[src/rtl/mem_ctrl_if.sv]
// Request/response and byte-bus bundle between the LSU/IF front ends, mem_ctrl and the RAM/IO bus.
interface mem_ctrl_if;
  logic        en_signal_from_lsu;
  logic [31:0] addr_from_lsu;
  logic [31:0] data_from_lsu;
  logic        rw_flag_from_lsu;
  logic [2:0]  size_from_lsu;
  logic        ok_flag_to_lsu;
  logic [31:0] data_to_lsu;
  logic        en_signal_from_if;
  logic [31:0] addr_from_if;
  logic        ok_flag_to_if;
  logic [31:0] inst_to_if;
  logic [7:0]  mem_din;
  logic [7:0]  mem_dout;
  logic [31:0] mem_a;
  logic        mem_wr;

  modport slave (
    input  en_signal_from_lsu, addr_from_lsu, data_from_lsu, rw_flag_from_lsu, size_from_lsu,
    input  en_signal_from_if, addr_from_if, mem_din,
    output ok_flag_to_lsu, data_to_lsu, ok_flag_to_if, inst_to_if, mem_dout, mem_a, mem_wr
  );

  modport master (
    output en_signal_from_lsu, addr_from_lsu, data_from_lsu, rw_flag_from_lsu, size_from_lsu,
    output en_signal_from_if, addr_from_if, mem_din,
    input  ok_flag_to_lsu, data_to_lsu, ok_flag_to_if, inst_to_if, mem_dout, mem_a, mem_wr
  );
endinterface

[src/rtl/mem_ctrl.sv]
// Byte-serial memory controller: LSU-first arbitration, 1/2/4-byte serialisation onto an 8-bit bus.
// Optional IO write stall on a full UART buffer enabled by defining MEM_CTRL_IO_STALL_EN.
module mem_ctrl #(
  parameter logic [1:0] IO_BASE_HI = 2'b11
) (
  input  logic       clk_in,
  input  logic       rst_in,
  input  logic       rdy_in,
  input  logic       io_buffer_full,
  input  logic       rollback_flag_from_rob,
  mem_ctrl_if.slave  bus
);

  localparam logic [2:0] S_IDLE     = 3'd0;
  localparam logic [2:0] S_LS_READ  = 3'd1;
  localparam logic [2:0] S_LS_WRITE = 3'd2;
  localparam logic [2:0] S_IF_READ  = 3'd3;
  localparam logic [2:0] S_DONE     = 3'd4;

  logic [2:0]  state_q, state_d;
  logic [2:0]  cnt_q, cnt_d;
  logic [2:0]  n_q, n_d;
  logic [31:0] addr_q, addr_d;
  logic [31:0] wdata_q, wdata_d;
  logic        is_if_q, is_if_d;
  logic        is_rd_q, is_rd_d;
  logic [31:0] buf_q, buf_d;
  logic [31:0] lsu_data_q, lsu_data_d;
  logic [31:0] inst_q, inst_d;
  logic        pend_vld_q, pend_vld_d;
  logic [31:0] pend_addr_q, pend_addr_d;
  logic [31:0] pend_data_q, pend_data_d;
  logic        pend_rw_q, pend_rw_d;
  logic [2:0]  pend_size_q, pend_size_d;

  logic        rollback;
  logic        pend_go;
  logic        io_stall;
  logic        rd_state;
  logic [1:0]  bidx;

  assign rollback = rollback_flag_from_rob;
  assign rd_state = (state_q == S_LS_READ) || (state_q == S_IF_READ);
  assign bidx     = cnt_q[1:0] - 2'd1;
  // A latched read that is being flushed this cycle must not be started.
  assign pend_go  = pend_vld_q && !(rollback && !pend_rw_q);

`ifdef MEM_CTRL_IO_STALL_EN
  assign io_stall = (state_q == S_LS_WRITE) && (addr_q[17:16] == IO_BASE_HI) && io_buffer_full;
`else
  logic unused_io;
  assign unused_io = io_buffer_full | (&IO_BASE_HI);
  assign io_stall  = 1'b0;
`endif

  always_comb begin
    state_d     = state_q;
    cnt_d       = cnt_q;
    n_d         = n_q;
    addr_d      = addr_q;
    wdata_d     = wdata_q;
    is_if_d     = is_if_q;
    is_rd_d     = is_rd_q;
    buf_d       = buf_q;
    lsu_data_d  = lsu_data_q;
    inst_d      = inst_q;
    pend_vld_d  = pend_vld_q;
    pend_addr_d = pend_addr_q;
    pend_data_d = pend_data_q;
    pend_rw_d   = pend_rw_q;
    pend_size_d = pend_size_q;

    if (state_q != S_IDLE && bus.en_signal_from_lsu &&
        !(rollback && !bus.rw_flag_from_lsu)) begin
      pend_vld_d  = 1'b1;
      pend_addr_d = bus.addr_from_lsu;
      pend_data_d = bus.data_from_lsu;
      pend_rw_d   = bus.rw_flag_from_lsu;
      pend_size_d = bus.size_from_lsu;
    end else if (rollback && pend_vld_q && !pend_rw_q) begin
      pend_vld_d = 1'b0;
    end

    case (state_q)
      S_IDLE: begin
        cnt_d = 3'd0;
        buf_d = 32'd0;
        if (bus.en_signal_from_lsu) begin
          addr_d  = bus.addr_from_lsu;
          wdata_d = bus.data_from_lsu;
          n_d     = bus.size_from_lsu;
          is_if_d = 1'b0;
          is_rd_d = !bus.rw_flag_from_lsu;
          state_d = bus.rw_flag_from_lsu ? S_LS_WRITE : S_LS_READ;
        end else if (pend_go) begin
          addr_d     = pend_addr_q;
          wdata_d    = pend_data_q;
          n_d        = pend_size_q;
          is_if_d    = 1'b0;
          is_rd_d    = !pend_rw_q;
          state_d    = pend_rw_q ? S_LS_WRITE : S_LS_READ;
          pend_vld_d = 1'b0;
        end else if (bus.en_signal_from_if) begin
          addr_d  = bus.addr_from_if;
          n_d     = 3'd4;
          is_if_d = 1'b1;
          is_rd_d = 1'b1;
          state_d = S_IF_READ;
        end
      end
      S_LS_READ, S_IF_READ: begin
        if (rollback) begin
          state_d = S_IDLE;
        end else begin
          // mem_din carries the byte addressed one cycle earlier
          if (cnt_q != 3'd0) buf_d[{bidx, 3'b000} +: 8] = bus.mem_din;
          if (cnt_q == n_q) begin
            state_d = S_DONE;
            if (is_if_q) inst_d = buf_d;
            else         lsu_data_d = buf_d;
          end else begin
            cnt_d = cnt_q + 3'd1;
          end
        end
      end
      S_LS_WRITE: begin
        if (!io_stall) begin
          if (cnt_q == n_q - 3'd1) state_d = S_DONE;
          else                     cnt_d   = cnt_q + 3'd1;
        end
      end
      S_DONE:  state_d = S_IDLE;
      default: state_d = S_IDLE;
    endcase
  end

  always_ff @(posedge clk_in or negedge rst_in) begin
    if (!rst_in) begin
      state_q     <= S_IDLE;
      cnt_q       <= 3'd0;
      n_q         <= 3'd0;
      addr_q      <= 32'd0;
      wdata_q     <= 32'd0;
      is_if_q     <= 1'b0;
      is_rd_q     <= 1'b0;
      buf_q       <= 32'd0;
      lsu_data_q  <= 32'd0;
      inst_q      <= 32'd0;
      pend_vld_q  <= 1'b0;
      pend_addr_q <= 32'd0;
      pend_data_q <= 32'd0;
      pend_rw_q   <= 1'b0;
      pend_size_q <= 3'd0;
    end else if (rdy_in) begin
      state_q     <= state_d;
      cnt_q       <= cnt_d;
      n_q         <= n_d;
      addr_q      <= addr_d;
      wdata_q     <= wdata_d;
      is_if_q     <= is_if_d;
      is_rd_q     <= is_rd_d;
      buf_q       <= buf_d;
      lsu_data_q  <= lsu_data_d;
      inst_q      <= inst_d;
      pend_vld_q  <= pend_vld_d;
      pend_addr_q <= pend_addr_d;
      pend_data_q <= pend_data_d;
      pend_rw_q   <= pend_rw_d;
      pend_size_q <= pend_size_d;
    end
  end

  // Bus drive is purely a function of the current state; IDLE/DONE leave the bus quiet.
  assign bus.mem_a    = ((rd_state && cnt_q < n_q) || state_q == S_LS_WRITE) ?
                        addr_q + {29'd0, cnt_q} : 32'd0;
  assign bus.mem_wr   = (state_q == S_LS_WRITE) && rdy_in && !io_stall;
  assign bus.mem_dout = (state_q == S_LS_WRITE) ? wdata_q[{cnt_q[1:0], 3'b000} +: 8] : 8'h00;

  assign bus.ok_flag_to_lsu = (state_q == S_DONE) && !is_if_q && !(is_rd_q && rollback);
  assign bus.ok_flag_to_if  = (state_q == S_DONE) && is_if_q && !rollback;
  assign bus.data_to_lsu    = lsu_data_q;
  assign bus.inst_to_if     = inst_q;

endmodule

[src/flat_wrapper.sv]
// flat-port wrapper written by rule: the top's interface ports become plain ports
module mem_ctrl_flat 
#(
  parameter logic [1:0] IO_BASE_HI = 2'b11
)
  (clk_in, rst_in, rdy_in, io_buffer_full, rollback_flag_from_rob, bus_en_signal_from_lsu, bus_addr_from_lsu, bus_data_from_lsu, bus_rw_flag_from_lsu, bus_size_from_lsu, bus_en_signal_from_if, bus_addr_from_if, bus_mem_din, bus_ok_flag_to_lsu, bus_data_to_lsu, bus_ok_flag_to_if, bus_inst_to_if, bus_mem_dout, bus_mem_a, bus_mem_wr);
  mem_ctrl_if bus_i ();
  input  logic clk_in;
  input  logic rst_in;
  input  logic rdy_in;
  input  logic io_buffer_full;
  input  logic rollback_flag_from_rob;
  input wire logic [$bits(bus_i.en_signal_from_lsu)-1:0] bus_en_signal_from_lsu;
  input wire logic [$bits(bus_i.addr_from_lsu)-1:0] bus_addr_from_lsu;
  input wire logic [$bits(bus_i.data_from_lsu)-1:0] bus_data_from_lsu;
  input wire logic [$bits(bus_i.rw_flag_from_lsu)-1:0] bus_rw_flag_from_lsu;
  input wire logic [$bits(bus_i.size_from_lsu)-1:0] bus_size_from_lsu;
  input wire logic [$bits(bus_i.en_signal_from_if)-1:0] bus_en_signal_from_if;
  input wire logic [$bits(bus_i.addr_from_if)-1:0] bus_addr_from_if;
  input wire logic [$bits(bus_i.mem_din)-1:0] bus_mem_din;
  output wire logic [$bits(bus_i.ok_flag_to_lsu)-1:0] bus_ok_flag_to_lsu;
  output wire logic [$bits(bus_i.data_to_lsu)-1:0] bus_data_to_lsu;
  output wire logic [$bits(bus_i.ok_flag_to_if)-1:0] bus_ok_flag_to_if;
  output wire logic [$bits(bus_i.inst_to_if)-1:0] bus_inst_to_if;
  output wire logic [$bits(bus_i.mem_dout)-1:0] bus_mem_dout;
  output wire logic [$bits(bus_i.mem_a)-1:0] bus_mem_a;
  output wire logic [$bits(bus_i.mem_wr)-1:0] bus_mem_wr;
  assign bus_i.en_signal_from_lsu = bus_en_signal_from_lsu;
  assign bus_i.addr_from_lsu = bus_addr_from_lsu;
  assign bus_i.data_from_lsu = bus_data_from_lsu;
  assign bus_i.rw_flag_from_lsu = bus_rw_flag_from_lsu;
  assign bus_i.size_from_lsu = bus_size_from_lsu;
  assign bus_i.en_signal_from_if = bus_en_signal_from_if;
  assign bus_i.addr_from_if = bus_addr_from_if;
  assign bus_i.mem_din = bus_mem_din;
  assign bus_ok_flag_to_lsu = bus_i.ok_flag_to_lsu;
  assign bus_data_to_lsu = bus_i.data_to_lsu;
  assign bus_ok_flag_to_if = bus_i.ok_flag_to_if;
  assign bus_inst_to_if = bus_i.inst_to_if;
  assign bus_mem_dout = bus_i.mem_dout;
  assign bus_mem_a = bus_i.mem_a;
  assign bus_mem_wr = bus_i.mem_wr;
  mem_ctrl #(.IO_BASE_HI(IO_BASE_HI)) u_core (.clk_in(clk_in), .rst_in(rst_in), .rdy_in(rdy_in), .io_buffer_full(io_buffer_full), .rollback_flag_from_rob(rollback_flag_from_rob), .bus(bus_i));
endmodule
[config.mk]
export PLATFORM = sky130hd
export DESIGN_NAME = mem_ctrl_flat
export DESIGN_NICKNAME = d
export VERILOG_FILES = /design/src/rtl/mem_ctrl_if.sv /design/src/rtl/mem_ctrl.sv /design/src/flat_wrapper.sv
export SDC_FILE = /design/constraint.sdc
export NUM_CORES = 1
export LEC_CHECK = 0
export ABC_AREA = 0
export BUFFER_PORTS_ARGS = -buffer_cell sky130_fd_sc_hd__buf_2
export CAP_MARGIN = 20
export CORE_MARGIN = 2
export CORE_UTILIZATION = 35
export CTS_BUF_LIST = sky130_fd_sc_hd__clkbuf_8
export CTS_CLUSTER_SIZE = 20
export DETAILED_ROUTE_END_ITERATION = 8
export PLACE_DENSITY = 0.59
export SLEW_MARGIN = 5
export SYNTH_ARGS = -nofsm -noshare
export SYNTH_HDL_FRONTEND = slang
export SYNTH_SLANG_ARGS = --single-unit
[constraint.sdc]
create_clock -name clk_in -period 3.8 [get_ports clk_in]
set_input_delay 0.57 -clock clk_in [delete_from_list [all_inputs] [get_ports clk_in]]
set_output_delay 0.57 -clock clk_in [all_outputs]
set_load 0.01 [all_outputs]
[Word level (Yosys, flattened, before mapping)]
Index checks and enable logic that the tools add are counted.
W data, S select, Z words.
Operators by class
  add/subtract/negate cells: 5
  order comparisons: 1
  equality and inequality tests: 12
  shift operators: 3
  mux-type cells: 37
  bitwise gates (word level): 2
  reduce and logical (&&, ||, !) cells: 39
Operators with widths (count)
  $mux W32: 8
  $pmux W32 S2: 1
  $mux W3: 12
  $add A32 B3 Y32: 1
  $bwmux W32: 1
  $shift A8 B7 Y32 const A: 1
  $shiftx A32 B6 Y8: 1
  $shiftx A8 B7 Y32: 1
  $pmux W3 S3: 2
  $reduce_and A5 Y1: 3
  $logic_and A1 B1 Y1: 14
  $reduce_bool A3 Y1: 4
  $mux W1: 10
  $reduce_and A3 Y1: 3
  $mux W8: 1
  $logic_not A1 Y1: 7
  $neg A5 Y7: 1
  $eq A3 B2 Y1 const B: 2
  $eq A3 B3 Y1: 2
  $ne A2 B2 Y1 const B: 3
  $mux W2: 2
  $ne A4 B3 Y1 const B: 1
  $reduce_and A4 Y1: 1
  $reduce_bool A2 Y1: 2
  other kinds (13): 15
Word-level totals
  register bits: 240
  output and inout port bits: 107
  logic and storage cells: 114

[Longest topological paths before layout]
  depth after elaboration: 8
  depth in mapped cells: 9
  depth with buffers taken out: 8

[Worst setup path before layout]
No wires, ideal clock.
  path kind: register to output
  from: register u_core.cnt_q[0]
  to: output port bus_mem_a[30]
  arrival time: 2.266 ns
  setup slack: 0.964 ns
  cell stages (with the launch flop): 10
  path buffers: 1
  cells stage by stage: dfrtp_1 -> ha_1 -> inv_1 -> fa_1 -> nor2b_1 -> o2111ai_2 -> buf_4 -> nor4_2 -> xnor2_1 -> nor2_1
Between the ends
  cells in the longest elaborated chain, start to end: 4
  elaborated cells between the ends (all ways): 5
  those cells by class: add/sub (1); order compare (1); mux (1); reduce/logical (2)
RTL lines
  start: declaration: RTL line mem_ctrl.sv:21  | logic [2:0] cnt_q, cnt_d;
  start signal: assignment: RTL line mem_ctrl.sv:156  | cnt_q <= cnt_d;
  branches (longest 3 deep; another with $add A32 B3 Y32)
  $mux W32 (*): RTL line mem_ctrl.sv:174  | assign bus.mem_a = ((rd_state && cnt_q < n_q) || state_q == S_LS_WRITE) ?
  end: declaration: RTL line flat_wrapper.sv:26  | output wire logic [$bits(bus_i.mem_a)-1:0] bus_mem_a;
Every way passes the cells marked *.

[Worst setup path after layout]
  from: register u_core.cnt_q[2]
  to: output port bus_mem_a[21]
Same word-level chain as after synthesis.

==> flow_summary.json <==
{
  "timing.critical_path.fanout_max": 9,
  "area_delta_synth_final_pct": 20.79,
  "synth_ff_type": "dfrtp_1",
  "die_area_um2": 34950,
  "dp.final_hpwl_um": 20540,
  "synth_area_um2": 11710,
  "cts-buffers-inserted": 45,
  "power_switching_w": 0.003617,
  "tritoncts": "done",
  "grt_pass1_vias": 8853,
  "syn-mean-instance-area_um2": 10.98,
  "setup_repair_after_global_routing_missed_its_margin": "no",
  "timing.max_slew.rel_slack": 0.4146,
  "crit_arrival_ns": 2.93,
  "synth_cell_types": 56,
  "power.density_nw_per_um2": 722.6,
  "clkTransAtPathRegs_ns": 0.06,
  "drt_via_density": 5.019,
  "routabilityCongestion": 0.8022,
  "finalSetupViolations": 0,
  "grt_start_max_net_pins": 81,
  "power.share.switching": 0.3538,
  "num_rows": 66,
  "global_route_wire_length_before_repair_um": 48380,
  "htree_levels": 2,
  "place_worst_setup_slack_ns": 0.7498,
  "drc": 0,
  "final_nets": 1410,
  "synth-async-reset-ratio": 1.000,
  "port_buffers": 220,
  "worst_r2r_path_depth": 8,
  "pwr-share-seq": 0.407,
  "worstMarginPinSlew_ns": 0.8714,
  "timing.final.crit_period_ns": 3.496,
  "start_util": 0.3573,
  "timing.final.ws_setup_ns": 0.3044,
  "timing.final.hold_violations": 6,
  "min_period_over_period": 0.9199,
  "floorplan.io_pins": 222,
  "fmax_mhz": 286.1,
  "final_layout_size_suffix_gt1_frac": 0.3308,
  "critical_path.endpoint_type": "output pin",
  "firstDrtPassIters": 4,
  "finalClockSkew_ns": 0.02278,
  "worst_skew_pair.late_latency_ns": 0.55,
  "antenna_found_initial": 4,
  "ir_drop_mv": 0.2726,
  "rr_endpoint": "u_core.buf_q[19]",
  "synthCells": 1067,
  "clkPwrFrac": 0.241,
  "placed_area_um2": 13240,
  "worstReg2RegStart": "u_core.cnt_q[0]",
  "violated_checks": "negative hold slack",
  "internal-power_w": 0.006608,
  "combPwrFrac": 0.352,
  "drt.antenna.violating_nets": 0,
  "timing_worst_setup_path_type": "reg -> out",
  "die_y_um": 187.0,
  "drv.max_cap_violation_count": 0,
  "finish.instance_area_um2": 14150,
  "synth-warning-count": 0,
  "worst_setup_path_start_kind": "register",
  "cts.root.buffer_cell": "clkbuf_8",
  "routed_wl_per_cell_um": 16.95,
  "detailedRoute.firstIterationViolations": 553,
  "floorplan.core_area_um2": 32780,
  "clk_path_buf_depth": 3,
  "globalRoute.totalOverflow": 0,
  "worstPathRequired_ns": 3.23,
  "finalMaxSlewViolations": 0,
  "dr_total_vias": 8818,
  "pleak_nw": 6.572,
  "routed_wl_um": 29790,
  "min-delay-path-class": "in -> async",
  "run_status": "finished, violations left",
  "whs_ns": -0.009734,
  "dieWidth_um": 187.0,
  "synth_edf_count": 0,
  "synth_seq_cells": 240,
  "timing.setup.tns_ns": 0,
  "seq_area_frac_synth": 0.5127,
  "worst-r2r-setup-slack_ns": 0.94,
  "global_route.usage.total": 0.1714,
  "synth.net_count": 1196,
  "clk_sink_count": 240
}
==> cells in the mapped netlist, types with 4 or more instances <==
cell type  number  share of area
o21ai_1         5         0.0021
mux2_4          8          0.010
nand4_1         4         0.0021
nand3_1         9         0.0038
dfrtp_1       240           0.51
buf_6           5         0.0048
mux2i_1        67          0.057
nor2_1        115          0.037
buf_4           8         0.0051
mux4_2          8          0.015
o21ai_0        75          0.032
clkbuf_1       24         0.0077
a22oi_1        32          0.021
a21oi_1        73          0.031
ha_1           13          0.014
xnor2_1        29          0.022
nor3_1         14         0.0060
a22o_1         33          0.025
nor4_1          5         0.0027
nand2_1        89          0.029
a31oi_1         4         0.0021
buf_1          10         0.0032
inv_1          19         0.0061
nor2b_1         8         0.0043
mux2_2         94          0.090
buf_2          25          0.011
and3_1          9         0.0048
==> cell usage in the layout, fill, tap and decap left out, types with 14 or more instances in the layout <==
| cell type | count |
|---|---|
| o21ai_0 | 75 |
| buf_2 | 218 |
| dfrtp_1 | 240 |
| nor3_1 | 14 |
| a22oi_1 | 32 |
| a22o_1 | 33 |
| xnor2_1 | 29 |
| nor2_1 | 115 |
| mux2i_1 | 67 |
| a21oi_1 | 70 |
| clkbuf_8 | 59 |
| mux2_2 | 94 |
| nand2_1 | 88 |
| inv_1 | 33 |
| buf_4 | 17 |
==> stage by stage <==
stage,std cells,utilization,total power [W]
final,1757,0.4316,0.01023
after global routing,1756,0.4316,0.01098
after CTS,1754,0.4311,0.01038
after detailed placement,1676,0.4038,0.007845
after global placement,1676,0.4038,0.007725
after floorplan,1067,-,0.006643
==> power groups by stage <==
stage / Sequential, W / Combinational [W] / Clock (W)
finish: 0.00416 / 0.00359 / 0.00247
global route: 0.00430 / 0.00401 / 0.00267
CTS: 0.00417 / 0.00366 / 0.00256
detailed placement: 0.00420 / 0.00364 / 0
global placement: 0.00416 / 0.00357 / 0
floorplan: 0.00405 / 0.00260 / 0
==> cell type report <==
cell class                      count  area [µm²]
Antenna cell                        3       7.507
Clock buffer                       59       812.0
Clock inverter                     19       82.58
Fill cell                        3257       18630
Inverter                           19       71.32
Multi-Input combinational cell    736        5325
Sequential cell                   240        6006
Tap cell                          442       553.0
Timing Repair Buffer              239        1294
==> layer usage <==
layer | vias to the layer above | wire length, µm | GRT usage
met5 | - | 13 | 0
met4 | 2 | 646 | 0.05342
met3 | 50 | 1664 | 0.03884
met2 | 218 | 13620 | 0.2648
met1 | 4309 | 13840 | 0.2394
li1 | 4239 | - | -
==> state kept, by name, indices dropped and copies added, names as in the netlist <==
| name | cells |
|---|---|
| u_core.addr_q | 32 |
| u_core.buf_q | 32 |
| u_core.bus.data_to_lsu | 32 |
| u_core.bus.inst_to_if | 32 |
| u_core.cnt_q | 3 |
| u_core.is_if_q | 1 |
| u_core.is_rd_q | 1 |
| u_core.n_q | 3 |
| u_core.pend_addr_q | 32 |
| u_core.pend_data_q | 32 |
| u_core.pend_rw_q | 1 |
| u_core.pend_size_q | 3 |
| u_core.pend_vld_q | 1 |
| u_core.state_q | 3 |
| u_core.wdata_q | 32 |
==> worst max-delay path: stages, from the launching register on <==
cell and delay (ns):
dfrtp_1 0.49, ha_1 0.37, o211ai_1 0.73, buf_4 0.29
nor4_1 0.07, xnor2_1 0.15, nor2_1 0.12, buf_2 0.15
==> timing repair <==
item	4_1_cts	5_1_grt
hold buffers	0	0
gates resized for setup	0	1
setup buffers	0	0
hold endpoints to repair	0	0
endpoints found under the setup margin	0	6
==> logic make-up (layout without fill, tap and decap cells) <==
family | after synthesis | count (layout) | share of synthesized area
AND/OR/NAND/NOR | 281 | 281 | 0.1166
AO/OA/AOI/OAI | 235 | 235 | 0.1226
other | 0 | 3 | 0
XOR/XNOR | 29 | 29 | 0.02168
buffers and inverters | 91 | 336 | 0.03760
adder cells (fa/ha/maj) | 14 | 14 | 0.01559
flip-flops | 240 | 240 | 0.5127
multiplexers | 177 | 177 | 0.1732
==> how the worst max path moves through the flow <==
stage                    startpoint             to  slack [ns]
floorplan           u_core.cnt_q[0]  bus_mem_a[30]        0.96
global placement    u_core.cnt_q[1]  bus_mem_a[22]        0.77
detailed placement  u_core.cnt_q[1]  bus_mem_a[22]        0.75
CTS                 u_core.cnt_q[1]  bus_mem_a[22]        0.14
global route        u_core.cnt_q[1]  bus_mem_a[22]        0.01
finish              u_core.cnt_q[2]  bus_mem_a[21]        0.30
Power figures use the tool's default switching activity.
